[src/rtl/fetch_unit_pkg.sv]
// Pipeline-register types shared by the front end: IF/ID register and branch-predictor entry.
// Widths below are the build-wide defaults; fetch_unit and bht default their parameters to them.
package Pipe_Buf_Reg_PKG;

    localparam int PKG_PC_W      = 9;
    localparam int PKG_INS_W     = 32;
    localparam int PKG_BHT_DEPTH = 16;
    localparam int PKG_IDX_W     = $clog2(PKG_BHT_DEPTH);
    localparam int PKG_TAG_W     = PKG_PC_W - PKG_IDX_W - 2;

    typedef struct packed {
        logic                 valid;
        logic [PKG_TAG_W-1:0] tag;
        logic [PKG_PC_W-1:0]  target;
        logic [1:0]           ctr;
    } bht_entry_t;

    typedef struct packed {
        logic                 valid;
        logic [PKG_PC_W-1:0]  pc;
        logic [PKG_INS_W-1:0] instr;
        logic                 pred_taken;
        logic [PKG_PC_W-1:0]  pred_target;
    } if_id_t;

    // 2-bit saturating direction counter step
    function automatic logic [1:0] ctr_update(input logic [1:0] ctr, input logic taken);
        logic [1:0] res;
        res = ctr;
        if (taken && ctr != 2'b11)
            res = ctr + 2'b01;
        else if (!taken && ctr != 2'b00)
            res = ctr - 2'b01;
        return res;
    endfunction

endpackage

[src/rtl/fetch_unit_bht.sv]
// Direct-mapped, tagged branch target table with 2-bit counters.
// Lookup is combinational on pre-update contents; updates land on the clock edge.
module bht
    import Pipe_Buf_Reg_PKG::*;
#(
    parameter int PC_W      = PKG_PC_W,
    parameter int BHT_DEPTH = PKG_BHT_DEPTH
) (
    input  logic            clk,
    input  logic            reset,
    input  logic [PC_W-1:0] lookup_pc,
    output logic            lookup_hit,
    output logic            lookup_taken,
    output logic [PC_W-1:0] lookup_target,
    input  logic            upd_valid,
    input  logic [PC_W-1:0] upd_pc,
    input  logic            upd_taken,
    input  logic [PC_W-1:0] upd_target
);

    localparam int IDX_W = $clog2(BHT_DEPTH);
    localparam int TAG_W = PC_W - IDX_W - 2;

    bht_entry_t entries_q [BHT_DEPTH];

    logic [IDX_W-1:0] l_idx;
    logic [TAG_W-1:0] l_tag;
    logic [IDX_W-1:0] u_idx;
    logic [TAG_W-1:0] u_tag;
    logic             u_hit;
    logic             unused_lsbs;

    assign l_idx = lookup_pc[IDX_W+1:2];
    assign l_tag = lookup_pc[PC_W-1:IDX_W+2];
    assign u_idx = upd_pc[IDX_W+1:2];
    assign u_tag = upd_pc[PC_W-1:IDX_W+2];
    // instructions are word aligned, so the byte-offset bits carry no information
    assign unused_lsbs = ^{lookup_pc[1:0], upd_pc[1:0]};

    assign lookup_hit    = entries_q[l_idx].valid && (entries_q[l_idx].tag == l_tag);
    assign lookup_taken  = lookup_hit && entries_q[l_idx].ctr[1];
    assign lookup_target = entries_q[l_idx].target;

    assign u_hit = entries_q[u_idx].valid && (entries_q[u_idx].tag == u_tag);

    // Only valid bits are reset; tag/target/counter are don't-care while invalid.
    always_ff @(posedge clk) begin
        if (reset) begin
            for (int i = 0; i < BHT_DEPTH; i++)
                entries_q[i].valid <= 1'b0;
        end else if (upd_valid) begin
            if (u_hit) begin
                entries_q[u_idx].ctr <= ctr_update(entries_q[u_idx].ctr, upd_taken);
                if (upd_taken)
                    entries_q[u_idx].target <= upd_target;
            end else if (upd_taken) begin
                entries_q[u_idx] <= '{valid: 1'b1, tag: u_tag, target: upd_target, ctr: 2'b10};
            end
        end
    end

endmodule

[src/rtl/fetch_unit.sv]
// Instruction fetch: PC register, next-PC selection with BHT prediction, IF/ID register.
// One-cycle fetch-to-IF/ID latency; redirect beats stall, stall freezes PC and IF/ID.
module fetch_unit
    import Pipe_Buf_Reg_PKG::*;
#(
    parameter int              PC_W      = PKG_PC_W,
    parameter int              INS_W     = PKG_INS_W,
    parameter int              BHT_DEPTH = PKG_BHT_DEPTH,
    parameter logic [PC_W-1:0] RESET_PC  = '0
) (
    input  logic             clk,
    input  logic             reset,
    input  logic             stall,
    input  logic             redirect_valid,
    input  logic [PC_W-1:0]  redirect_pc,
    input  logic             upd_valid,
    input  logic [PC_W-1:0]  upd_pc,
    input  logic             upd_taken,
    input  logic [PC_W-1:0]  upd_target,
    output logic [PC_W-1:0]  imem_addr,
    input  logic [INS_W-1:0] imem_rdata,
    output logic             if_valid,
    output logic [PC_W-1:0]  if_pc,
    output logic [INS_W-1:0] if_instr,
    output logic             if_pred_taken,
    output logic [PC_W-1:0]  if_pred_target,
    output logic [15:0]      redirect_count
);

    logic [PC_W-1:0] pc_q;
    logic [PC_W-1:0] next_pc;
    if_id_t          if_q;
    logic [15:0]     redirect_count_q;

    logic            pred_hit;
    logic            pred_taken;
    logic [PC_W-1:0] pred_target;
    logic            unused_hit;

    bht #(
        .PC_W      (PC_W),
        .BHT_DEPTH (BHT_DEPTH)
    ) u_bht (
        .clk           (clk),
        .reset         (reset),
        .lookup_pc     (pc_q),
        .lookup_hit    (pred_hit),
        .lookup_taken  (pred_taken),
        .lookup_target (pred_target),
        .upd_valid     (upd_valid),
        .upd_pc        (upd_pc),
        .upd_taken     (upd_taken),
        .upd_target    (upd_target)
    );

    assign unused_hit = pred_hit;

    always_comb begin
        next_pc = pc_q + PC_W'(4);
        if (redirect_valid)
            next_pc = redirect_pc;
        else if (stall)
            next_pc = pc_q;
        else if (pred_taken)
            next_pc = pred_target;
    end

    always_ff @(posedge clk) begin
        if (reset)
            pc_q <= RESET_PC;
        else
            pc_q <= next_pc;
    end

    always_ff @(posedge clk) begin
        if (reset || redirect_valid) begin
            if_q <= '0;
        end else if (!stall) begin
            if_q <= '{valid:       1'b1,
                      pc:          pc_q,
                      instr:       imem_rdata,
                      pred_taken:  pred_taken,
                      pred_target: pred_taken ? pred_target : '0};
        end
    end

    always_ff @(posedge clk) begin
        if (reset)
            redirect_count_q <= '0;
        else if (redirect_valid && redirect_count_q != 16'hFFFF)
            redirect_count_q <= redirect_count_q + 16'd1;
    end

    assign imem_addr      = pc_q;
    assign if_valid       = if_q.valid;
    assign if_pc          = if_q.pc;
    assign if_instr       = if_q.instr;
    assign if_pred_taken  = if_q.pred_taken;
    assign if_pred_target = if_q.pred_target;
    assign redirect_count = redirect_count_q;

endmodule

[config.mk]
export PLATFORM = sky130hd
export DESIGN_NAME = fetch_unit
export DESIGN_NICKNAME = d
export VERILOG_FILES = /design/src/rtl/fetch_unit_pkg.sv /design/src/rtl/fetch_unit_bht.sv /design/src/rtl/fetch_unit.sv
export SDC_FILE = /design/constraint.sdc
export NUM_CORES = 1
export LEC_CHECK = 0
export BUFFER_PORTS_ARGS = -buffer_cell sky130_fd_sc_hd__buf_4
export CAP_MARGIN = 20
export CORE_MARGIN = 8
export CORE_UTILIZATION = 35
export DETAILED_ROUTE_END_ITERATION = 8
export GPL_TIMING_DRIVEN = 0
export PLACE_DENSITY_LB_ADDON = 0.15
export SYNTH_ARGS = -nofsm -noshare
export SYNTH_HDL_FRONTEND = slang
export SYNTH_SLANG_ARGS = --single-unit
[constraint.sdc]
create_clock -name clk -period 3.9 [get_ports clk]
set_input_delay 0.78 -clock clk [delete_from_list [all_inputs] [get_ports clk]]
set_output_delay 0.78 -clock clk [all_outputs]
set_load 0.02 [all_outputs]
After elaboration in Yosys (flattened, before gate mapping)
Memories as Yosys holds them, arrays and structs flattened. A register that Yosys moved wholly into a read port is not among the register bits.
Index checks and enable logic that the tools add are counted.
{"block": "classes", "mux": 31, "n_eq_ne": 5, "reduce_logical": 10, "bitwise": 2, "add_sub_neg": 4}
{"cell": "2-to-1 mux 9 bit", "n": 5}
{"cell": "adder 16 x 1 -> 16 bit, second input constant", "n": 1}
{"cell": "2-to-1 mux 4 bit", "n": 4}
{"cell": "inequality test 16 bit, second input constant", "n": 1}
{"cell": "2-to-1 mux 1 bit", "n": 15}
{"cell": "2-to-1 mux 15 bit", "n": 1}
{"cell": "OR reduction 15 bit", "n": 1}
{"cell": "2-to-1 mux 2 bit", "n": 6}
{"cell": "adder 9 x 3 -> 9 bit, second input constant", "n": 1}
{"cell": "== test 3 bit", "n": 2}
{"cell": "logical AND 1 bit", "n": 6}
{"cell": "adder 2 x 1 -> 2 bit, second input constant", "n": 1}
{"cell": "inequality test 2 x 1 -> 1 bit, second input constant", "n": 1}
{"cell": "inequality test 2 bit, second input constant", "n": 1}
{"cell": "bitwise OR 1 bit", "n": 2}
{"cell": "nonzero test 2 bit", "n": 1}
{"cell": "subtractor 2 x 1 -> 2 bit, second input constant", "n": 1}
{"cell": "logical NOT 1 bit", "n": 1}
{"cell": "logical OR 1 bit", "n": 1}
{"block": "totals", "memories": 1, "ramBits": 240, "ff_bits": 77, "output_inout_bits": 77, "in_bits": 65, "elab_cells": 60}
{"name": "u_bht.entries_q", "depth": 16, "width": 15, "read_ports": 2, "rd_clocked_by_memory_dff": 1, "write_ports": 16, "line_no": "fetch_unit_bht.sv:24", "source": "bht_entry_t entries_q [BHT_DEPTH];"}

Longest topological paths before layout
An unclocked memory read counts as a cell.
{"block": "logic_depth", "ltp_word": 10, "mapped_depth": 14}

Cells and area by module
From an unflattened synthesis, not the netlist that was laid out.
{"block": "hier_totals", "cells_unflattened": 871, "hier_area_um2": 13554.2}
{"module": "bht", "instances": 1, "cells_each": 530, "area_per_inst_um2": 10318.6}
{"module": "fetch_unit", "instances": 1, "cells_each": 341, "area_per_inst_um2": 3235.6}

Worst setup path after synthesis
Ideal clock, no wire load.
{"block": "synth_path", "kind": "input to register", "from": "input port upd_pc[2]", "to": "memory u_bht.entries_q[0][1] (netlist bit), data pin", "path_slack_ns": 0.333, "required_time_ns": 3.580, "cell_stages": 11, "arrival_ns": 3.247, "cell_sequence": "buf_2 > buf_4 > buf_2 > mux4_2 > mux4_2 > inv_1 > ha_1 > mux2i_1 > nand2_1 > o21ai_0 > nand2_1"}
{"item": "start: declaration", "line_no": "fetch_unit.sv:17", "source": "input logic [PC_W-1:0] upd_pc,"}
{"item": "end: declaration", "line_no": "fetch_unit_bht.sv:24"}

==> key figures <==
Outcome
  – Outcome: finished, final reports clean

Timing
  – Setup repair after global routing missed its margin: false
  – Slew headroom: 46.1%
  – Final setup viols: 0
  – Hold Fails Final Rpt: 0
  – Clk_skew: 0.0177 ns
  – Final Max Slew Viols: 0
  – Tightest Pin Transition: 0.809 ns
  – Period Utilization, post-route: 92.8%
  – Crit path time final: 3.62 ns
  – Achievable Freq: 276 MHz

Critical path
  – Kind of critical path: flop to flop
  – Slowest-stage cell, CP: clkbuf_1
  – Worst path cell trace: clkbuf_1, buf_2, clkbuf_1, clkbuf_1, mux4_2, mux4_2, nand3b_1, a311oi_1
  – Most used cell, CP: clkbuf_1
  – Largest stage delay on the critical path: 0.63 ns
  – Worst Setup Start Kind: flop
  – Delay-heaviest family, CP: buffers and inverters
  – CP endpoint kind: flop
  – CP Data Arrival Time: 3.98 ns
  – Crit-path max FO: 10
  – Buf+Inv Stages, Crit Path: 4
  – WP data required: 4.27 ns

Routing
  – Via count: 8,364
  – Drt drc: 0
  – Routed len/inst: 22.4 um
  – WL met2: 17,200 um
  – Vias per inst: 5.13
  – Top sig layer: met5
  – M1 WL: 16,100 um
  – WL met3: 2380 um
  – Length of the first detailed-routing pass in iterations: 5
  – Final ANT Viol Nets: 0
  – Routed WL: 36,500 um
  – Initial DRC count: 727

GRT
  – Initial antenna violation count: 1
  – All-Layer GR Usage: 16.3%
  – Largest net degree at the start of global routing: 18
  – First-pass GRT wire length: 54,800 um
  – Vias in the first global route: 8,519
  – Total grt overflow: 0

Yosys
  – Post-Synthesis Cells: 897
  – Mean post-synth cell area: 15.0 um2
  – Synthesized area: 0.0134 mm2
  – Unique masters post-synth: 53
  – Post-synth ARST share: 0%
  – Simple-gate share of the synthesized area: 9.19%
  – Top FF cell, synth: edfxtp_1
  – Most common cell in the netlist: edfxtp_1
  – Yosys top cell area share: 50.1%
  – Synth top cells by count: 224 x edfxtp_1, 113 x nor2_1, 97 x dfxtp_1
  – Sequential area share after synthesis: 64.6%
  – Multiplexer share of the synthesized area: 18.1%
  – Most area-hungry cell type in the Yosys netlist: edfxtp_1
  – Synth area leaders: edfxtp_1 50%, dfxtp_1 14%, mux4_2 14%, mux2i_1 3.9%, nor2_1 3.2%
  – Synth Area in Compound Gates: 3.70%
  – Net Count, Synth: 966
  – Yosys warns: 0
  – Flop and latch count out of synthesis: 321
  – Largest family of logic cells by synthesized area: multiplexers
  – Area share of fa/ha/maj cells after synthesis: 0.373%
  – Post-synth EDFFs: 224
  – Post-Synth XOR/XNOR Area: 1.24%

Clocking
  – Root buf cell: clkbuf_16
  – Clk buf depth: 3
  – Hold_buf cts: 0
  – Post-CTS Setup Repair Bufs: 0
  – Post_cts resized: 0
  – CTS tree: built
  – Sink Count: 321
  – CTS Buf Count: 37
  – Clk pin slew, worst setup/hold paths: 0.05 ns
  – Clock latency at the later pin of the worst-skew pair: 0.53 ns
  – H-tree depth: 2

Placed design
  – Placed cells: 1,561
  – Global placer's final weighted congestion: 0.847
  – DP HPWL: 26,700 um
  – I/O Buffers: 138
  – Cell Area, Placed: 0.0153 mm2

Final layout
  – Final #Nets: 1,159
  – Footprint of the multi-input gates: 0.00437 mm2
  – Fill count: 3,443
  – Antenna Cells: 0
  – Fin cells: 1,629
  – Final core utilization: 43.9%
  – Register Area: 0.00867 mm2
  – Share of post-route cells with drive strength above 1: 28.5%
  – Area grow syn2layout: 23.4%
  – Final Cell Area: 0.0165 mm2

Power and ir drop
  – PD cells: 483 mW/mm2
  – Peak VDD IR: 0.249 mV
  – Leak Pwr: 5.70 nW

Floorplanning
  – Full die area: 0.0448 mm2
  – Core footprint: 0.0377 mm2
  – Chip Width: 212 um
  – DIE HEIGHT: 212 um
  – Top Ports: 142
  – # rows: 71
  – Starting Density: 35.6%

Hold path
  – Worst min path class: flop to flop

Job
  – Number of max-cap violations: 0
## layout make-up
type                    count  share of cell area (%)
plain buffers              57                    1.69
clock buffers              49                    6.37
repair buffers            154                    7.35
inverters                  26                   0.590
flip-flops and latches    321                    52.4
clock inverters            18                    1.33
well taps                 511                    3.86
multi-input cells         493                    26.4
## cells by family after synthesis
group	count (synthesis)
flops	321
simple gates	253
mux	136
buf+inv	83
compound gates	81
xor+xnor	19
fa+ha+maj	4
## power breakdown
group / switching, mW / total (mW) / internal (mW)
combinational: 0.378 / 0.670 / 0.292
sequential: 0.0326 / 3.73 / 3.70
clock: 1.36 / 3.60 / 2.24
## stage by stage
| stage | power, mW | hold slack [ns] | setup slack, ns | TNS, ns |
|---|---|---|---|---|
| after floorplan | 4.21 | 0.446 | 0.333 | 0 |
| after global placement | 4.48 | 0.442 | -0.406 | -21.34 |
| after detailed placement | 4.49 | 0.445 | -0.421 | -18.88 |
| after CTS | 8.11 | 0.453 | 0.145 | 0 |
| after global routing | 8.29 | 0.469 | 0.0691 | 0 |
| final | 8.00 | 0.450 | 0.282 | 0 |
## state kept, by name, indices dropped and copies added (netlist names), named ones only
register and flops:
if_instr 32, if_pc 9, if_pred_taken 1, if_pred_target 9, if_valid 1, imem_addr 9
redirect_count 16, u_bht.entries_q 240
## metal layers
metal | vias up | GRT usage, %
li1 | 3811 | -
met1 | 4184 | 22.4
met2 | 296 | 25.7
met3 | 71 | 3.46
met4 | 2 | 4.72
met5 | - | 0
## placed cells by master, fill, tap and decap left out, types with 4 or more instances in the layout
cell type | synthesis | layout
a21oi_1 | 30 | 30
and3_1 | 6 | 6
buf_2 | 15 | 15
buf_4 | 4 | 142
buf_6 | 2 | 18
bufinv_16 | 0 | 5
clkbuf_1 | 33 | 40
clkbuf_16 | 0 | 40
clkinv_1 | 0 | 6
dfxtp_1 | 97 | 97
edfxtp_1 | 224 | 224
ha_1 | 4 | 4
inv_1 | 26 | 26
mux2i_1 | 52 | 52
mux4_2 | 81 | 81
nand2_1 | 43 | 42
nand2b_1 | 6 | 6
nand3_1 | 20 | 20
nand3b_1 | 12 | 12
nand4_1 | 7 | 7
nor2_1 | 113 | 113
nor2b_1 | 11 | 11
nor3_1 | 6 | 6
o211ai_1 | 4 | 4
o21ai_0 | 12 | 12
o22ai_1 | 16 | 16
or3_1 | 6 | 6
xnor2_1 | 10 | 10
xor2_1 | 9 | 9
## worst min-delay path, delay by kind of cell (launching register included)
family	cells	cell delay, ns
AO/OA/AOI/OAI	1	0.05
buffers and inverters	1	0.04
flip-flops	1	0.30
## path summary, 6_finish.rpt
| path | startpoint | endpoint | slack (ns) | cells past startpoint |
|---|---|---|---|---|
| max | flop | flop | 0.28 | 8 |
| min | if_valid | if_valid | 0.45 | 2 |
| max reg2reg | flop | flop | 0.28 | 8 |
| min reg2reg | if_valid | if_valid | 0.45 | 2 |
Note: power is estimated with default switching activity, not from simulation.
